==> src/rtl/wallace_mul_arbiter.sv <==
// +----------------------------------------------------------------------+
// | wallace_mul_arbiter: round-robin sharing of one 4x4 Wallace multiplier |
// | Revision: 1.0                                                        |
// +----------------------------------------------------------------------+
`default_nettype none

module fourwalmul (
  input  logic [3:0] a,
  input  logic [3:0] b,
  output logic [7:0] prod
);
  logic [3:0] pp [4];

  // pp[i][j] = a[i] & b[j], weight i+j
  for (genvar i = 0; i < 4; i++) begin : g_pp_row
    assign pp[i] = b & {4{a[i]}};
  end

  logic s3a, c3a, s4a, c4a;
  logic s2b, c2b, s3b, c3b, s4b, c4b, s5b, c5b;

  assign s3a = pp[3][0] ^ pp[2][1];
  assign c3a = pp[3][0] & pp[2][1];
  assign s4a = pp[3][1] ^ pp[2][2];
  assign c4a = pp[3][1] & pp[2][2];

  assign s2b = pp[2][0] ^ pp[1][1];
  assign c2b = pp[2][0] & pp[1][1];
  assign s3b = s3a ^ pp[1][2] ^ pp[0][3];
  assign c3b = (s3a & pp[1][2]) | (pp[0][3] & (s3a ^ pp[1][2]));
  assign s4b = s4a ^ pp[1][3] ^ c3a;
  assign c4b = (s4a & pp[1][3]) | (c3a & (s4a ^ pp[1][3]));
  assign s5b = pp[3][2] ^ pp[2][3] ^ c4a;
  assign c5b = (pp[3][2] & pp[2][3]) | (c4a & (pp[3][2] ^ pp[2][3]));

  logic [7:0] row_a, row_b;
  assign row_a = {1'b0, pp[3][3], s5b, s4b, s3b, s2b, pp[1][0], pp[0][0]};
  assign row_b = {1'b0, c5b, c4b, c3b, c2b, pp[0][2], pp[0][1], 1'b0};
  assign prod  = row_a + row_b;
endmodule

module wallace_mul_arbiter #(
  parameter int NREQ = 4,
  parameter int IDW  = 2,
  parameter int CNTW = 16
) (
  input  logic              clk,
  input  logic              rst_n,
  input  logic [NREQ-1:0]   req_valid,
  output logic [NREQ-1:0]   req_ready,
  input  logic [4*NREQ-1:0] req_mp,
  input  logic [4*NREQ-1:0] req_ml,
  output logic              rsp_valid,
  input  logic              rsp_ready,
  output logic [7:0]        rsp_prod,
  output logic [IDW-1:0]    rsp_id,
  output logic              busy,
  output logic [CNTW-1:0]   op_count
);
  typedef enum logic [1:0] {
    IDLE = 2'd0,
    MUL  = 2'd1,
    RESP = 2'd2
  } state_t;

  state_t          state_q, state_d;
  logic [IDW-1:0]  last_grant_q, last_grant_d;
  logic [3:0]      mp_q, mp_d, ml_q, ml_d;
  logic [IDW-1:0]  id_q, id_d;
  logic [7:0]      rsp_prod_q, rsp_prod_d;
  logic [IDW-1:0]  rsp_id_q, rsp_id_d;
  logic [CNTW-1:0] op_count_q, op_count_d;
  logic [7:0]      prod;

  fourwalmul u_mul (
    .a    (mp_q),
    .b    (ml_q),
    .prod (prod)
  );

  logic           grant_found;
  logic [IDW-1:0] grant_idx;
  logic [IDW:0]   rr_sum;

  // Search upward from the requester after the last one served, wrapping at NREQ
  always_comb begin
    grant_found = 1'b0;
    grant_idx   = '0;
    rr_sum      = '0;
    for (int k = 1; k <= NREQ; k++) begin
      rr_sum = {1'b0, last_grant_q} + (IDW+1)'(k);
      if (rr_sum >= (IDW+1)'(NREQ)) rr_sum = rr_sum - (IDW+1)'(NREQ);
      if (!grant_found && req_valid[rr_sum[IDW-1:0]]) begin
        grant_found = 1'b1;
        grant_idx   = rr_sum[IDW-1:0];
      end
    end
  end

  always_comb begin
    state_d      = state_q;
    last_grant_d = last_grant_q;
    mp_d         = mp_q;
    ml_d         = ml_q;
    id_d         = id_q;
    rsp_prod_d   = rsp_prod_q;
    rsp_id_d     = rsp_id_q;
    op_count_d   = op_count_q;
    req_ready    = '0;
    case (state_q)
      IDLE: begin
        if (grant_found) begin
          req_ready[grant_idx] = 1'b1;
          mp_d         = req_mp[{grant_idx, 2'b00} +: 4];
          ml_d         = req_ml[{grant_idx, 2'b00} +: 4];
          id_d         = grant_idx;
          last_grant_d = grant_idx;
          state_d      = MUL;
        end
      end
      MUL: begin
        rsp_prod_d = prod;
        rsp_id_d   = id_q;
        state_d    = RESP;
      end
      RESP: begin
        if (rsp_ready) begin
          op_count_d = (&op_count_q) ? op_count_q : op_count_q + 1'b1;
          state_d    = IDLE;
        end
      end
      default: state_d = IDLE;
    endcase
  end

  always_ff @(posedge clk or negedge rst_n) begin
    if (!rst_n) begin
      state_q      <= IDLE;
      last_grant_q <= IDW'(NREQ-1);
      mp_q         <= '0;
      ml_q         <= '0;
      id_q         <= '0;
      rsp_prod_q   <= '0;
      rsp_id_q     <= '0;
      op_count_q   <= '0;
    end else begin
      state_q      <= state_d;
      last_grant_q <= last_grant_d;
      mp_q         <= mp_d;
      ml_q         <= ml_d;
      id_q         <= id_d;
      rsp_prod_q   <= rsp_prod_d;
      rsp_id_q     <= rsp_id_d;
      op_count_q   <= op_count_d;
    end
  end

  assign rsp_valid = (state_q == RESP);
  assign busy      = (state_q != IDLE);
  assign rsp_prod  = rsp_prod_q;
  assign rsp_id    = rsp_id_q;
  assign op_count  = op_count_q;
endmodule

`default_nettype wire

==> config.mk <==
export PLATFORM = sky130hd
export DESIGN_NAME = wallace_mul_arbiter
export DESIGN_NICKNAME = d
export VERILOG_FILES = /design/src/rtl/wallace_mul_arbiter.sv
export SDC_FILE = /design/constraint.sdc
export NUM_CORES = 1
export LEC_CHECK = 0
export BUFFER_PORTS_ARGS = -buffer_cell sky130_fd_sc_hd__buf_2
export CORE_ASPECT_RATIO = 1.25
export CORE_UTILIZATION = 40
export DETAILED_ROUTE_END_ITERATION = 6
export SLEW_MARGIN = 30
export SYNTH_ARGS = -nofsm -noshare
export SYNTH_HDL_FRONTEND = slang
export SYNTH_SLANG_ARGS = --single-unit
==> constraint.sdc <==
create_clock -name clk -period 3.1 [get_ports clk]
set_clock_uncertainty 0.15 [all_clocks]
set_input_delay 0.465 -clock clk [delete_from_list [all_inputs] [get_ports clk]]
set_output_delay 0.465 -clock clk [all_outputs]
set_load 0.005 [all_outputs]
==> out/summary.md, run 1 <==
In the routed design, unresolved DRC markers number 0. STA classifies the critical path endpoint as a register. At the later pin of the worst-skew pair, clock insertion delay measures 0.29 ns.

The count of pins on the block boundary came out at 71. The number of hold buffers added after CTS was 0. The smallest setup slack after layout is 0.325 ns, and the sum of routed wire length over all layers is 4.92 mm. The top cell type by area accounts for 38.1% of the synthesized area. Internal cell power: 1410 µW.

The worst setup path is launched from a register. After floorplanning, the core was sized to cover 5900 µm². The count of buffers added on input and output ports is 70. The overflow left after global routing came out at 0. The most used flip-flop cell after synthesis is dfrtp_1. The synthesized netlist contains 46 unique library cells. The commonest cells after synthesis are dfrtp_1, nand2_1, inv_1, o21ai_0, xnor2_1. The most critical setup path has its endpoint at rsp_prod[7]. The endpoint identified for the worst register-to-register timing path is rsp_prod[7]. Setup repair after global routing left no endpoint under its margin. The arrival time at the worst endpoint is 2.77 ns, and the post-place setup slack is 0.362 ns. The startpoint identified for the worst register-to-register timing path is ml_q[0].

The effective utilization at floorplan is 42.4%. The die covers 6570 µm². The most critical setup path has its startpoint at ml_q[0].

Summing internal, switching and leakage power gives 2320 µW. The violation count after the first detailed-routing iteration came out at 74. The total via count after detailed routing is 2,097, and the number of standard-cell rows in the floorplan is 31.

The run gives 0 ns as the post-route setup TNS. In this run, the combinational gates consume 49.1% of the power. From synthesis to final layout, the design area changed by 21.6%. The y dimension of the die works out to 90.4 µm. The run finished, with violations left.

The final reports fail on hold timing. At the pin with the least slew margin, the transition time is 0.667 ns. In this run the static leakage power is 0.00160 µW.

The most common cell in the synthesized netlist is dfrtp_1. The tools report the clock network power share as 14.5%. Dividing the detail-routed wire length by the instance count gives 11.8 µm. Share of total power consumed by net switching: 39.5%.

Cell accounting for the most synthesized area: dfrtp_1. The run gives 2 as the number of H-tree levels. The path category of the worst min-delay check is in2async. For the net switching power figure, the log shows 917 µW.

The number of vias per cell was 5.03; the finished layout cell area was 3040 µm². The tool flagged a number of max-cap violations equal to 0. Number of filler instances in the final layout: 605. Synthesis produced 260 cells.

The worst setup path is of the reg2reg kind. The run gives 360 MHz as the maximum clock rate. The final worst hold slack is -0.0163 ns, and the path depth of the worst reg2reg path is 11. The required time of the critical path came out at 3.10 ns. The fraction of registers with async set/reset was 100%; the number of warning messages in the yosys log was 0. The post-route netlist has 29.6% of its cells at a drive strength greater than 1. The top fanout value on the critical path came out at 5. The longest clock path from root to sink contains 2 buffers. In this run the mean area of a mapped cell was 9.61 µm².

Headroom to the max-slew limit came out at 55.5%. The tools report the number of antenna violations at the first check in global routing as 0. At the end of the flow, the number of nets in the layout was 387. Post-CTS repair changed the size of 0 cells.

The worst path in the final design needs a cycle of 2.77 ns, including I/O delays and setup. For the number of setup violations in the final report, the log shows 0. The number of synthesized register bits was 40; the count of inserted antenna diode cells was 0. The run gives 4 as the number of iterations in the first detailed-routing pass.

The count of flip-flops with a built-in enable after synthesis is 0, and the final clock period utilization by the worst path is 89.5%. The setup fix buffers added after clock tree synthesis is 0, and the maximum number of pins on one net before global-route repair is 41. Per report_power, the sequential group accounts for 36.4% of the total. For the detailed-placement wirelength estimate, the log shows 3.75 mm. By area the synthesized netlist is led by dfrtp_1, nand2_1, ha_1, xnor2_1, mux2i_1. After detailed placement, the total cell area comes to 2950 µm². Counting every sink on the clock net gives 40. For the number of hold-slack violations in the final timing report, the log shows 22. The wire length of the first global-routing pass came out at 8.28 mm.

In this run the power density over the cells is 764 nW/µm². The final weighted congestion of routability-driven global placement is 0.748. In the global route stage, overall resource usage came out at 15.7%. The total clock buffers created by CTS was 5; the clock slew seen by the registers of the worst setup and hold paths was 0.08 ns. The setup check on the worst reg-to-reg path leaves a slack of 0.33 ns. For the worst voltage drop across the vdd grid, the log shows 0.482 mV. Via count of the first global-routing pass: 1,888.

For the number of routed nets with antenna violations, the log shows 0. The die is 72.7 µm wide. TritonCTS built the clock tree. Buffer cell driving the clock tree root: clkbuf_8.

The logs give 0 for the max-slew violation count and 313 for the post-synth net total. After synthesis, flip-flops and latches occupy 40.2% of the total area. The end-of-flow core utilization is 51.5%, and the post-synth design cell area is 2500 µm².
[sequential cells by signal, indices dropped and copies added, names as in the netlist]
name,cells
op_count,16
rsp_prod,8
ml_q,4
mp_q,4
id_q,2
last_grant_q,2
rsp_id,2
state_q,2
[final cells by class]
class | instances | area (µm²) | area share (%)
multi-input combinational | 189 | 1370 | 45.0
timing repair buffer | 76 | 398 | 13.1
inverter | 22 | 82.6 | 2.72
tap | 82 | 103 | 3.38
clock inverter | 2 | 12.5 | 0.412
sequential | 40 | 1000 | 33.0
clock buffer | 6 | 72.6 | 2.39
[layout by cell type (no fill, tap or decap), types with 4 or more instances in the layout]
cell type	synthesis	final
and3_1	8	8
nand3_1	5	5
nor3_1	5	5
clkbuf_8	0	5
xnor2_1	11	11
and2_1	10	10
nor2_1	7	7
a21oi_1	4	4
and4_1	7	7
a21o_1	5	5
o21ai_0	14	14
mux2_2	5	5
mux2i_1	9	9
ha_1	10	10
inv_1	22	22
dfrtp_1	38	38
a31oi_1	7	7
nand2_1	34	34
buf_4	2	7
o221ai_1	8	8
xor2_1	7	7
fa_1	4	4
buf_2	3	69
[worst min-delay path by stage]
stage | start | endpoint
after floorplan | rst_n | id_q[0]
after global placement | id_q[1] | id_q[1]
after detailed placement | id_q[1] | id_q[1]
after CTS | rst_n | op_count[14]
after global routing | rst_n | op_count[13]
final | rst_n | op_count[14]
[logic make-up after synthesis]
| kind of cell | synth area share [%] |
|---|---|
| AND/OR/NAND/NOR | 20.2 |
| AO/OA/AOI/OAI | 14.1 |
| flip-flops | 40.2 |
| buffers and inverters | 5.11 |
| XOR/XNOR | 6.31 |
| multiplexers | 5.86 |
| adder cells (fa/ha/maj) | 8.21 |
[metal layers]
metal / GRT usage (%) / routed length [µm]
met3: 2.90 / 212
met4: 5.23 / 74
met5: 0 / 0
met2: 24.4 / 2280
met1: 21.8 / 2360
[metrics by stage]
| stage | std cells | hold slack (ns) |
|---|---|---|
| finish | 417 | -0.0163 |
| global route | 417 | 0.0235 |
| CTS | 417 | 0.174 |
| detailed placement | 409 | 0.312 |
| global placement | 409 | 0.307 |
| floorplan | 260 | 0.0194 |
[power by group through the flow]
stage | logic (µW) | registers, µW | clock network, µW
floorplan | 838 | 828 | 0
detailed placement | 1140 | 857 | 0
global route | 1290 | 873 | 373
global placement | 1140 | 846 | 0
CTS | 1160 | 848 | 348
finish | 1140 | 847 | 337
[critical path: stages (launching register included)]
cell and delay (ns):
dfrtp_1 0.42, and2_1 0.16, ha_1 0.27, inv_1 0.06, fa_1 0.54, inv_1 0.04
ha_1 0.31, a21o_1 0.19, a21oi_1 0.20, o21bai_1 0.08, a21oi_1 0.13, o21ai_0 0.08
(Power assumes the default switching activity.)
==> run 2: changes to the inputs <==
--- a/constraint.sdc
+++ b/constraint.sdc
@@ -4,2 +4,2 @@
 set_output_delay 0.465 -clock clk [all_outputs]
-set_load 0.005 [all_outputs]
+set_load 0.1 [all_outputs]
==> out/summary.md, run 2 (synthesized netlist as in run 1, its figures left out) <==
The routed wire length per instance is 11.8 µm (+0.28%). The final cell count without fillers was 417 (unchanged); the number of routed nets with antenna violations was 0 (unchanged). The net switching power figure is 1710 µW (+86%), and the relative contribution of sequential cells to total power is 26.8% (-9.6 points). The checks that failed: hold timing. The maximum number of pins on one net before global-route repair is 41 (unchanged), and the number of hold-slack violations in the final timing report is 31 (+41%).

The aggregate global-route resource usage was 16.1% (+0.40 points). The top fanout value on the critical path was 18 (+13). For the detailed-placement wirelength estimate, the log shows 3.80 mm (+1.5%). The overflow left after global routing was 0 (unchanged); the clock net sink count was 40 (unchanged). The internal cell power came out at 1440 µW (+2.6%). The die width was 72.7 µm (unchanged); the share of total power consumed by net switching was 54.2% (+15 points). The source-to-sink clock delay at the later pin of the worst-skew pair is 0.29 ns (about the same). For the leakage power summed over all cells, the log shows 0.00161 µW (+0.56%). The run finished, with violations left.

The setup fix buffers added after clock tree synthesis is 0 (unchanged), and the largest buffer count on any clock path is 2 (unchanged). The tools report the part of the total power dissipated in combinational logic as 62.4% (+13 points). The count of pins on the block boundary was 71 (unchanged); the power after layout was 3150 µW (+36%). STA classifies the critical path startpoint as a register. The tools report the via count of the first global-routing pass as 1,936 (+2.5%).

The end-of-flow core utilization is 52.2% (+0.64 points). STA classifies the critical path endpoint as a primary output. The required time of the critical path is 2.48 ns (-0.62 ns), and the area growth from synthesis to layout is 23.1%.

Setup repair after global routing left no endpoint under its margin. The violation count after the first detailed-routing iteration was 41 (-45%). The cell sitting at the root of the clock tree is a clkbuf_8. The clock period minus worst slack came out at 2.89 ns (+0.116 ns).

The final-stage net count was 387 (unchanged). The overall die area came out at 6570 µm² (unchanged). The logs give 2.28 ns (-0.49 ns) for the arrival time at the worst endpoint and 42.4% (unchanged) for the effective utilization at floorplan. Clock slew seen by the registers of the worst setup and hold paths: 0.08 ns (about the same). The library cell used most frequently in the layout, excluding fill and tap cells, is buf_2. The number of antenna violations at the first check in global routing came out at 0 (unchanged). The y dimension of the die is 90.4 µm (unchanged), and the worst voltage drop across the vdd grid is 0.864 mV (+79%). For the wire length of the first global-routing pass, the log shows 8.44 mm (+1.9%).

Smallest setup slack after layout: 0.209 ns (-0.116 ns). The final clock period utilization by the worst path was 93.3% (+3.7 points). The total clock buffers created by CTS is 5 (unchanged). The tools report the max-slew violation count as 0 (unchanged). For the sum of routed wire length over all layers, the log shows 4.94 mm (+0.28%). Final weighted congestion of routability-driven global placement: 0.762 (+2.0%). In the layout the commonest cells are buf_2, dfrtp_1, nand2_1, inv_1, o21ai_0.

TritonCTS built the clock tree. Count of input and output buffers: 70 (unchanged). The run gives 2,051 (-2.2%) as the total via count after detailed routing. The post-route setup TNS is 0 ns (unchanged), and the worst-case headroom to the max-slew limit is 54.9% (-0.56 points).

The run gives 409 (unchanged) as the number of cells after detailed placement. The final worst hold slack is -0.0134 ns (+0.00292 ns). The run gives 5900 µm² (unchanged) as the core footprint.

The count of inserted antenna diode cells was 0 (unchanged); the flip-flop count of the largest register, all copies and words added was 16 (unchanged). Number of standard-cell rows in the floorplan: 31 (unchanged). The total of max-cap violations was 0 (unchanged). The share of post-route cells with drive strength above 1 was 29.9% (+0.30 points). The post-place setup slack is 0.310 ns (-0.0520 ns).

For the post-cts resize count, the log shows 0 (unchanged). The maximum clock rate is 346 MHz (-4.0%). For the total DRC errors in the routed layout, the log shows 0 (unchanged).

The tools report the number of iterations in the first detailed-routing pass as 4 (unchanged). Path category of the worst min-delay check: in2async. The tools report the number of H-tree levels as 2 (unchanged). The total power per unit cell area came out at 1020 nW/µm² (+34%).

The number of filler instances in the final layout is 595 (-1.7%). The worst setup path is of the reg2out kind. The clock network power share is 10.8% (-3.7 points), and the actual slew at the worst max-slew pin is 0.676 ns (+0.00839 ns). The run gives 0 (unchanged) as the number of setup violations in the final report. The number of vias per cell is 4.92 (-2.2%). The count of hold buffers inserted by post-cts repair came out at 0 (unchanged).
run 2: cell count changes in the layout (fill, tap and decap cells not counted), sizes merged:
cell      change
clkbuf        +1
clkinvlp      -1
run 2: worst max-delay path, cell delays in order, from the launching register on:
cell,delay [ns]
dfstp_2,0.56
nand2b_1,0.12
a21o_1,0.41
nand2_1,0.17
a21oi_1,0.23
nor3b_2,0.28
buf_12,0.21
run 2: layout make-up:
class	count	area, µm²	share of cell area (%)
clock buffers	7	76.3	2.48
clock inverters	1	8.76	0.285
inverters	22	82.6	2.68
multi-input cells	189	1380	44.7
flip-flops and latches	40	1000	32.6
well taps	82	103	3.33
repair buffers	76	428	13.9
run 2: through the flow:
stage / cell area (µm²) / hold WS (ns)
after CTS: 3070 / 0.164
after floorplan: 2510 / 0.0194
after detailed placement: 2990 / 0.312
final: 3080 / -0.0134
after global routing: 3080 / 0.0274
after global placement: 2990 / 0.307
run 2: path summary, 6_finish.rpt:
kind / startpoint / to / slack, ns / cells after the start
setup / recovery: last_grant_q[0] / req_ready[0] / 0.21 / 6
hold / removal: rst_n / op_count[13] / -0.01 / 1
setup reg to reg: mp_q[3] / rsp_prod[7] / 0.28 / 11
hold reg to reg: rsp_prod[4] / rsp_prod[4] / 0.32 / 2
max in group asynchronous: rst_n / last_grant_q[0] / 2.45 / 1
min in group clk: rsp_ready / state_q[1] / 0.27 / 2
run 2: metal layers:
layer  track usage, %  wire length [µm]  vias up
met5                0                 0        -
met4             6.37                84        0
met3             2.90               204        5
met2             26.0              2300       54
met1             21.0              2350      933
li1                 -                 -     1059
run 2: power by group through the flow:
stage          logic [µW]  clock network (µW)  registers (µW)
6_report             1970                 339             845
5_1_grt              2140                 371             876
2_1_floorplan        1070                   0            1370
3_5_place_dp         1980                   0             856
3_3_place_gp         1970                   0             847
4_1_cts              1990                 351             847
